--- config.mk ---
export PLATFORM = sky130hd
export DESIGN_NAME = trap_csr_unit
export DESIGN_NICKNAME = d
export VERILOG_FILES = /design/src/rtl/trap_csr_unit.sv
export SDC_FILE = /design/constraint.sdc
export NUM_CORES = 1
export LEC_CHECK = 0
export ABC_AREA = 1
export CAP_MARGIN = 25
export CORE_AREA = 2 2 348 350
export CTS_BUF_LIST = sky130_fd_sc_hd__clkbuf_8
export DETAILED_ROUTE_END_ITERATION = 12
export DIE_AREA = 0 0 350 352
export PLACE_DENSITY_LB_ADDON = 0.05
export SLEW_MARGIN = 5
export SYNTH_ARGS = -nofsm -noshare
export SYNTH_HDL_FRONTEND = slang
export SYNTH_SLANG_ARGS = --single-unit
--- constraint.sdc ---
create_clock -name clk -period 7.3 [get_ports clk]
set_clock_uncertainty 0.05 [all_clocks]
set_input_delay 1.095 -clock clk [delete_from_list [all_inputs] [get_ports clk]]
set_output_delay 1.095 -clock clk [all_outputs]
set_load 0.01 [all_outputs]
--- src/rtl/trap_csr_unit.sv ---
// Trap-entry / trap-return sequencer: resolves interrupts and exceptions, applies M/S delegation,
// maintains the trap CSRs and privilege mode, and issues a registered PC redirect.
module trap_csr_unit #(
    parameter int                XLEN      = 64,
    parameter int                EXC_W     = 16,
    parameter logic [XLEN-1:0]   MTVEC_RST = 64'h8000_0000
) (
    input  logic              clk,
    input  logic              rst_n,
    input  logic              inst_valid_i,
    input  logic [XLEN-1:0]   pc_i,
    input  logic [EXC_W-1:0]  exc_vec_i,
    input  logic [11:0]       intr_vec_i,
    input  logic              mret_i,
    input  logic              sret_i,
    input  logic              csr_wen_i,
    input  logic [11:0]       csr_addr_i,
    input  logic [XLEN-1:0]   csr_wdata_i,
    output logic [1:0]        priv_mode_o,
    output logic [XLEN-1:0]   mstatus_o,
    output logic [XLEN-1:0]   mepc_o,
    output logic [XLEN-1:0]   mcause_o,
    output logic [XLEN-1:0]   sepc_o,
    output logic [XLEN-1:0]   scause_o,
    output logic [XLEN-1:0]   mtvec_o,
    output logic [XLEN-1:0]   stvec_o,
    output logic [XLEN-1:0]   medeleg_o,
    output logic [XLEN-1:0]   mideleg_o,
    output logic              raise_trap_o,
    output logic              raise_intr_o,
    output logic [XLEN-1:0]   cause_no_o,
    output logic              redirect_valid_o,
    output logic [XLEN-1:0]   redirect_target_o
);

    if (XLEN != 64) begin : g_xlen_chk
        $error("trap_csr_unit: only XLEN=64 is supported");
    end
    if (EXC_W < 16) begin : g_excw_chk
        $error("trap_csr_unit: EXC_W must be at least 16");
    end

    localparam logic [1:0] PRIV_U = 2'b00;
    localparam logic [1:0] PRIV_S = 2'b01;
    localparam logic [1:0] PRIV_M = 2'b11;

    localparam int MS_SIE  = 1;
    localparam int MS_MIE  = 3;
    localparam int MS_SPIE = 5;
    localparam int MS_MPIE = 7;
    localparam int MS_SPP  = 8;
    localparam int MS_TSR  = 22;
    localparam logic [63:0] MS_WMASK = 64'h0000_0000_007E_19AA;
    localparam logic [63:0] MS_XL    = 64'h0000_000A_0000_0000;

    localparam logic [11:0] A_MSTATUS = 12'h300;
    localparam logic [11:0] A_MEDELEG = 12'h302;
    localparam logic [11:0] A_MIDELEG = 12'h303;
    localparam logic [11:0] A_MTVEC   = 12'h305;
    localparam logic [11:0] A_MEPC    = 12'h341;
    localparam logic [11:0] A_MCAUSE  = 12'h342;
    localparam logic [11:0] A_STVEC   = 12'h105;
    localparam logic [11:0] A_SEPC    = 12'h141;
    localparam logic [11:0] A_SCAUSE  = 12'h142;

    // Highest priority first; causes missing from these lists are never taken.
    localparam int N_IRQ = 6;
    localparam int IRQ_PRIO [N_IRQ] = '{11, 3, 7, 9, 1, 5};
    localparam int N_EXC = 13;
    localparam int EXC_PRIO [N_EXC] = '{3, 12, 1, 2, 8, 9, 11, 6, 4, 15, 13, 7, 5};

    logic [1:0]      priv_q, priv_d;
    logic [XLEN-1:0] mstatus_q, mstatus_d;
    logic [XLEN-1:0] mepc_q, mepc_d, mcause_q, mcause_d;
    logic [XLEN-1:0] sepc_q, sepc_d, scause_q, scause_d;
    logic [XLEN-1:0] mtvec_q, mtvec_d, stvec_q, stvec_d;
    logic [XLEN-1:0] medeleg_q, medeleg_d, mideleg_q, mideleg_d;
    logic            redirect_valid_q, redirect_valid_d;
    logic [XLEN-1:0] redirect_target_q, redirect_target_d;

    logic            do_mret, do_sret, ret_illegal, ret_m, ret_s;
    logic [15:0]     exc_all;
    logic            exc_hit, irq_hit, take_trap, take_intr, to_s;
    logic            irq_s_ok, irq_m_ok;
    logic [11:0]     irq_en;
    logic [3:0]      exc_cause, irq_cause, cause;
    logic [XLEN-1:0] tvec, trap_target, cause_word, ms_wr;
    logic            unused_bits;

    assign unused_bits = ^{exc_vec_i[0], exc_vec_i[10], exc_vec_i[14],
                           irq_en[0], irq_en[2], irq_en[4], irq_en[6], irq_en[8], irq_en[10]};

    always_comb begin
        do_mret     = inst_valid_i & mret_i;
        do_sret     = inst_valid_i & sret_i & ~mret_i;
        ret_illegal = (do_mret & (priv_q != PRIV_M)) |
                      (do_sret & ((priv_q == PRIV_U) | ((priv_q == PRIV_S) & mstatus_q[MS_TSR])));
        exc_all     = exc_vec_i[15:0] | {13'b0, ret_illegal, 2'b00};

        exc_hit   = 1'b0;
        exc_cause = 4'd0;
        for (int k = N_EXC - 1; k >= 0; k--) begin
            if (exc_all[EXC_PRIO[k]]) begin
                exc_hit   = 1'b1;
                exc_cause = 4'(EXC_PRIO[k]);
            end
        end

        irq_s_ok = (priv_q == PRIV_U) | ((priv_q == PRIV_S) & mstatus_q[MS_SIE]);
        irq_m_ok = (priv_q != PRIV_M) | mstatus_q[MS_MIE];
        for (int i = 0; i < 12; i++) begin
            irq_en[i] = intr_vec_i[i] & (mideleg_q[i] ? irq_s_ok : irq_m_ok);
        end
        irq_hit   = 1'b0;
        irq_cause = 4'd0;
        for (int k = N_IRQ - 1; k >= 0; k--) begin
            if (irq_en[IRQ_PRIO[k]]) begin
                irq_hit   = 1'b1;
                irq_cause = 4'(IRQ_PRIO[k]);
            end
        end

        take_intr   = inst_valid_i & irq_hit;
        take_trap   = inst_valid_i & (irq_hit | exc_hit);
        cause       = irq_hit ? irq_cause : exc_cause;
        to_s        = (take_intr ? mideleg_q[cause] : medeleg_q[cause]) & (priv_q != PRIV_M);
        tvec        = to_s ? stvec_q : mtvec_q;
        trap_target = {tvec[XLEN-1:2], 2'b00} +
                      (((tvec[1:0] == 2'b01) && take_intr) ? {58'b0, cause, 2'b00} : 64'd0);
        cause_word  = {take_intr, 59'b0, cause};
        ret_m       = do_mret & ~take_trap;
        ret_s       = do_sret & ~take_trap;

        ms_wr = (csr_wdata_i & MS_WMASK) | MS_XL;
        if (ms_wr[12:11] == 2'b10) begin
            ms_wr[12:11] = PRIV_U;
        end
    end

    always_comb begin
        priv_d            = priv_q;
        mstatus_d         = mstatus_q;
        mepc_d            = mepc_q;
        mcause_d          = mcause_q;
        sepc_d            = sepc_q;
        scause_d          = scause_q;
        mtvec_d           = mtvec_q;
        stvec_d           = stvec_q;
        medeleg_d         = medeleg_q;
        mideleg_d         = mideleg_q;
        redirect_valid_d  = 1'b0;
        redirect_target_d = redirect_target_q;

        if (take_trap) begin
            if (to_s) begin
                mstatus_d[MS_SPIE] = mstatus_q[MS_SIE];
                mstatus_d[MS_SIE]  = 1'b0;
                mstatus_d[MS_SPP]  = priv_q[0];
                priv_d             = PRIV_S;
                sepc_d             = pc_i;
                scause_d           = cause_word;
            end else begin
                mstatus_d[MS_MPIE]  = mstatus_q[MS_MIE];
                mstatus_d[MS_MIE]   = 1'b0;
                mstatus_d[12:11]    = priv_q;
                priv_d              = PRIV_M;
                mepc_d              = pc_i;
                mcause_d            = cause_word;
            end
            redirect_valid_d  = 1'b1;
            redirect_target_d = trap_target;
        end else if (ret_m) begin
            mstatus_d[MS_MIE]  = mstatus_q[MS_MPIE];
            mstatus_d[MS_MPIE] = 1'b1;
            mstatus_d[12:11]   = PRIV_U;
            priv_d             = mstatus_q[12:11];
            redirect_valid_d   = 1'b1;
            redirect_target_d  = mepc_q;
        end else if (ret_s) begin
            mstatus_d[MS_SIE]  = mstatus_q[MS_SPIE];
            mstatus_d[MS_SPIE] = 1'b1;
            mstatus_d[MS_SPP]  = 1'b0;
            priv_d             = {1'b0, mstatus_q[MS_SPP]};
            redirect_valid_d   = 1'b1;
            redirect_target_d  = sepc_q;
        end else if (inst_valid_i & csr_wen_i) begin
            case (csr_addr_i)
                A_MSTATUS: mstatus_d = ms_wr;
                A_MEDELEG: medeleg_d = csr_wdata_i;
                A_MIDELEG: mideleg_d = csr_wdata_i;
                A_MTVEC:   mtvec_d   = csr_wdata_i;
                A_MEPC:    mepc_d    = {csr_wdata_i[XLEN-1:2], 2'b00};
                A_MCAUSE:  mcause_d  = csr_wdata_i;
                A_STVEC:   stvec_d   = csr_wdata_i;
                A_SEPC:    sepc_d    = {csr_wdata_i[XLEN-1:2], 2'b00};
                A_SCAUSE:  scause_d  = csr_wdata_i;
                default:   ;
            endcase
        end
    end

    always_ff @(posedge clk or negedge rst_n) begin
        if (!rst_n) begin
            priv_q            <= PRIV_M;
            mstatus_q         <= '0;
            mepc_q            <= '0;
            mcause_q          <= '0;
            sepc_q            <= '0;
            scause_q          <= '0;
            mtvec_q           <= MTVEC_RST;
            stvec_q           <= '0;
            medeleg_q         <= '0;
            mideleg_q         <= '0;
            redirect_valid_q  <= 1'b0;
            redirect_target_q <= '0;
        end else begin
            priv_q            <= priv_d;
            mstatus_q         <= mstatus_d;
            mepc_q            <= mepc_d;
            mcause_q          <= mcause_d;
            sepc_q            <= sepc_d;
            scause_q          <= scause_d;
            mtvec_q           <= mtvec_d;
            stvec_q           <= stvec_d;
            medeleg_q         <= medeleg_d;
            mideleg_q         <= mideleg_d;
            redirect_valid_q  <= redirect_valid_d;
            redirect_target_q <= redirect_target_d;
        end
    end

    assign priv_mode_o       = priv_q;
    assign mstatus_o         = mstatus_q;
    assign mepc_o            = mepc_q;
    assign mcause_o          = mcause_q;
    assign sepc_o            = sepc_q;
    assign scause_o          = scause_q;
    assign mtvec_o           = mtvec_q;
    assign stvec_o           = stvec_q;
    assign medeleg_o         = medeleg_q;
    assign mideleg_o         = mideleg_q;
    assign raise_trap_o      = take_trap;
    assign raise_intr_o      = take_intr;
    assign cause_no_o        = take_trap ? {60'b0, cause} : '0;
    assign redirect_valid_o  = redirect_valid_q;
    assign redirect_target_o = redirect_target_q;

endmodule

==> results by group <==
Outcome
  • Outcome: finished clean

Clock network
  • Clk root buf: clkbuf_8
  • Post-CTS Setup Bufs: 0
  • CTS tree: yes
  • CTS Buffer Depth: 3
  • Htree depth: 3
  • Cts repair resizes: 0
  • Clock sink total: ~600
  • Cts bufs inserted: 114
  • Clock slew at the register clock pins of the worst setup and hold paths: 0.06 ns
  • Clock Latency Late Sink: between 0.7 and 0.8 ns
  • Hold Buf Count CTS: 0

Detailed routing
  • Routed Antenna Nets: 0
  • Initial drt markers: 2184
  • Via count: 28010
  • DR DRC count: 0
  • Wirelength per Cell: 25.58 um
  • Vias/cell: around 4.5
  • DR pass1 iterations: 5
  • DRT Wirelength: approximately 160000 um

Logic synthesis
  • Syn. warnings: 0
  • Post-synth design cell area: 0.02914 mm^2
  • Synth Register Bits: 593
  • Share of Yosys cell area claimed by the top area cell type: between 50% and 60%
  • Synth top area cells: dfrtp_1 51%, nand2_1 15%, o21ai_0 8.5%
  • Synthesized netlist cell count: around 3700
  • Most frequent cell after synthesis: nand2_1
  • Post-synth EDFFs: 0
  • Asr flop ratio synth: 100.0%
  • Area leader, netlist: dfrtp_1
  • Post-Syn Area per Cell: 7.804 um^2
  • Synth cell types: 46
  • Register area share after synthesis: 50.94%
  • Commonest cells in the netlist: 1141 x nand2_1, 590 x dfrtp_1, 492 x o21ai_0, 371 x inv_1, 319 x nor2_1
  • Commonest register cell after synthesis: dfrtp_1

Global route
  • First-pass GRT wire length: about 220000 um
  • Vias in the first global route: 28040
  • Largest net degree at the start of global routing: 154
  • Initial antenna violation count: 12
  • Tot GR Track Use: about a quarter
  • Total gr overflow: 0

Final layout
  • Share of cells above drive strength 1: 6.789%
  • Final Cell Area: between 0.04 and 0.05 mm^2
  • Register Area: between 0.01 and 0.015 mm^2
  • Final nets: 4663
  • Multi-input logic area: 0.01167 mm^2
  • Post-route insts no fill: 6195
  • # fillers: 12760
  • Layout area overhead: 39.54%

Timing
  • Final setup vio count: 0
  • Endpoints failing hold: 0
  • Period minus WS final: 5.897 ns
  • Period Utilization, post-route: 80.78%
  • Pins Over Slew Limit: 0
  • Hold WS: around 0.31 ns
  • Max Freq: 0.1696 GHz
  • Final setup margin: 1.403 ns
  • Rel. slew slack: 32.92%
  • RSZ-0062 raised after global routing: false
  • Fin Setup TNS: 0 ns
  • Worst Max-Slew Pin Slew: approximately 1 ns

Floorplanning
  • Core footprint: 0.1193 mm^2
  • Die Y: 352 um
  • Die area: 0.1232 mm^2
  • # IOs: 883
  • Die Width: ~350 um
  • FP Rows: 127
  • Initial Util: 24.42%

Place
  • Worst slack at placement: 0.7122 ns
  • HPWL after detailed placement: between 100000 and 150000 um
  • Placed cell area: 0.03821 mm^2
  • Port Buffer Count: 764
  • # placed instances: 5979
  • GPL Wtd Cong: between 0.8 and 0.9

Min path
  • Worst Hold Class: primary input to asynchronous set/reset pin

Worst setup path
  • CP endpoint kind: flip-flop
  • Worst EP arrival: approximately 6.6 ns
  • Required @ worst endpoint: 7.96 ns
  • Critical path's most frequent cell: nand2_1
  • CP Launch Point: inst_valid_i
  • Critical-path maximum fanout: 8
  • Slowest CP cell: clkdlybuf4s50_1
  • Type of origin of the critical path: primary input
  • Critical path buffers and inverters: 4
  • Setup CP Type: primary input to flip-flop
  • Crit path max-delay family: simple AND/OR/NAND/NOR gates
  • Reg2reg start: priv_mode_o[0]
  • Worst stage delay on the critical path: 0.57 ns

Power and ir drop
  • Leak: 18.25 nW
  • Power Dens Cells: 268.3 mW/mm^2
  • VDD IR max: about 0.13 mV

Run
  • Total of max-cap violations: 0
cell usage in the layout, fill, tap and decap left out, types with 12 or more instances in the layout:
cell,instances
o21ai_0,492
inv_1,410
clkbuf_8,147
nor2_2,20
clkdlybuf4s50_1,763
nor3_1,12
nor2_1,316
nand2_1,1139
a31oi_1,81
a21oi_1,54
nand3_1,128
buf_4,53
o221ai_1,25
dfrtp_1,590
o211ai_1,20
o21ai_1,20
nand3b_1,17
clkinv_2,15
nand4_1,55
conb_1,109
where the power goes:
group / internal (mW) / leakage, nW / switching, mW
sequential: 3.81 / 7.74 / 0.374
combinational: 1.35 / 9.10 / 1.81
clock: 1.95 / 1.41 / 1.62
total: 7.10 / 18.2 / 3.81
cell type report:
class                           count  area share, %
Sequential cell                   593          36.50
Multi-Input combinational cell   2567          28.69
Timing Repair Buffer              828          20.31
Clock buffer                      147          4.976
Tap cell                         1612          4.960
Inverter                          380          3.526
Clock inverter                     66          1.015
Antenna cell                        2        0.01231
worst register-to-register path, delay by kind of cell (launching register included):
family          cells  cell delay, ns
simple gates       21            3.25
compound gates      5            0.92
flops               1            0.61
buf+inv             3            0.39
fa+ha+maj           1            0.38
sequential cells by signal, indices dropped and copies added (netlist names):
signal             count
stvec_o               64
medeleg_o             64
sepc_o                64
redirect_target_o     64
mideleg_o             64
mcause_o              64
mtvec_o               64
priv_mode_o            2
redirect_valid_o       1
mstatus_o             14
scause_o              64
mepc_o                64
through the flow:
step | total power [mW] | util [%]
floorplan | 5.411 | -
global placement | 7.445 | 32.00
detailed placement | 7.445 | 32.02
CTS | 11.11 | 34.06
global route | 11.51 | 34.07
finish | 10.91 | 34.07
final timing paths:
| check | to | slack, ns | cells past startpoint |
|---|---|---|---|
| worst max-delay path | redirect_target_o[25] | 1.40 | 32 |
| worst min-delay path | mideleg_o[16] | 0.31 | 1 |
| worst max register to register | redirect_target_o[25] | 1.67 | 30 |
| worst min register to register | mcause_o[17] | 0.43 | 2 |
| max in group asynchronous | mcause_o[26] | 5.37 | 2 |
| min in group clk | mcause_o[17] | 0.43 | 2 |
routing by layer:
metal / wire, um / track usage [%] / part of all wire [%] / up-vias
met5: 27 / 0 / 0.017 / -
met1: 63510 / 29.79 / 40 / 13650
li1: - / - / - / 13300
met3: 11310 / 6.691 / 7.1 / 154
met4: 3710 / 6.595 / 2.3 / 4
met2: 79890 / 44.93 / 50 / 910
logic make-up (layout without fill, tap and decap cells):
family                     Yosys count  after routing  synth area share, %
buffers and inverters              682           1421                10.70
other                                1            111              0.01287
AOI/OAI and AO/OA                  714            714                13.35
xor gates and xnor gates            10             10               0.3006
DFF                                593            593                50.94
and+or+nand+nor                   1729           1729                24.46
adders and majority gates            5              5               0.2405
Power figures use the tool's default switching activity.
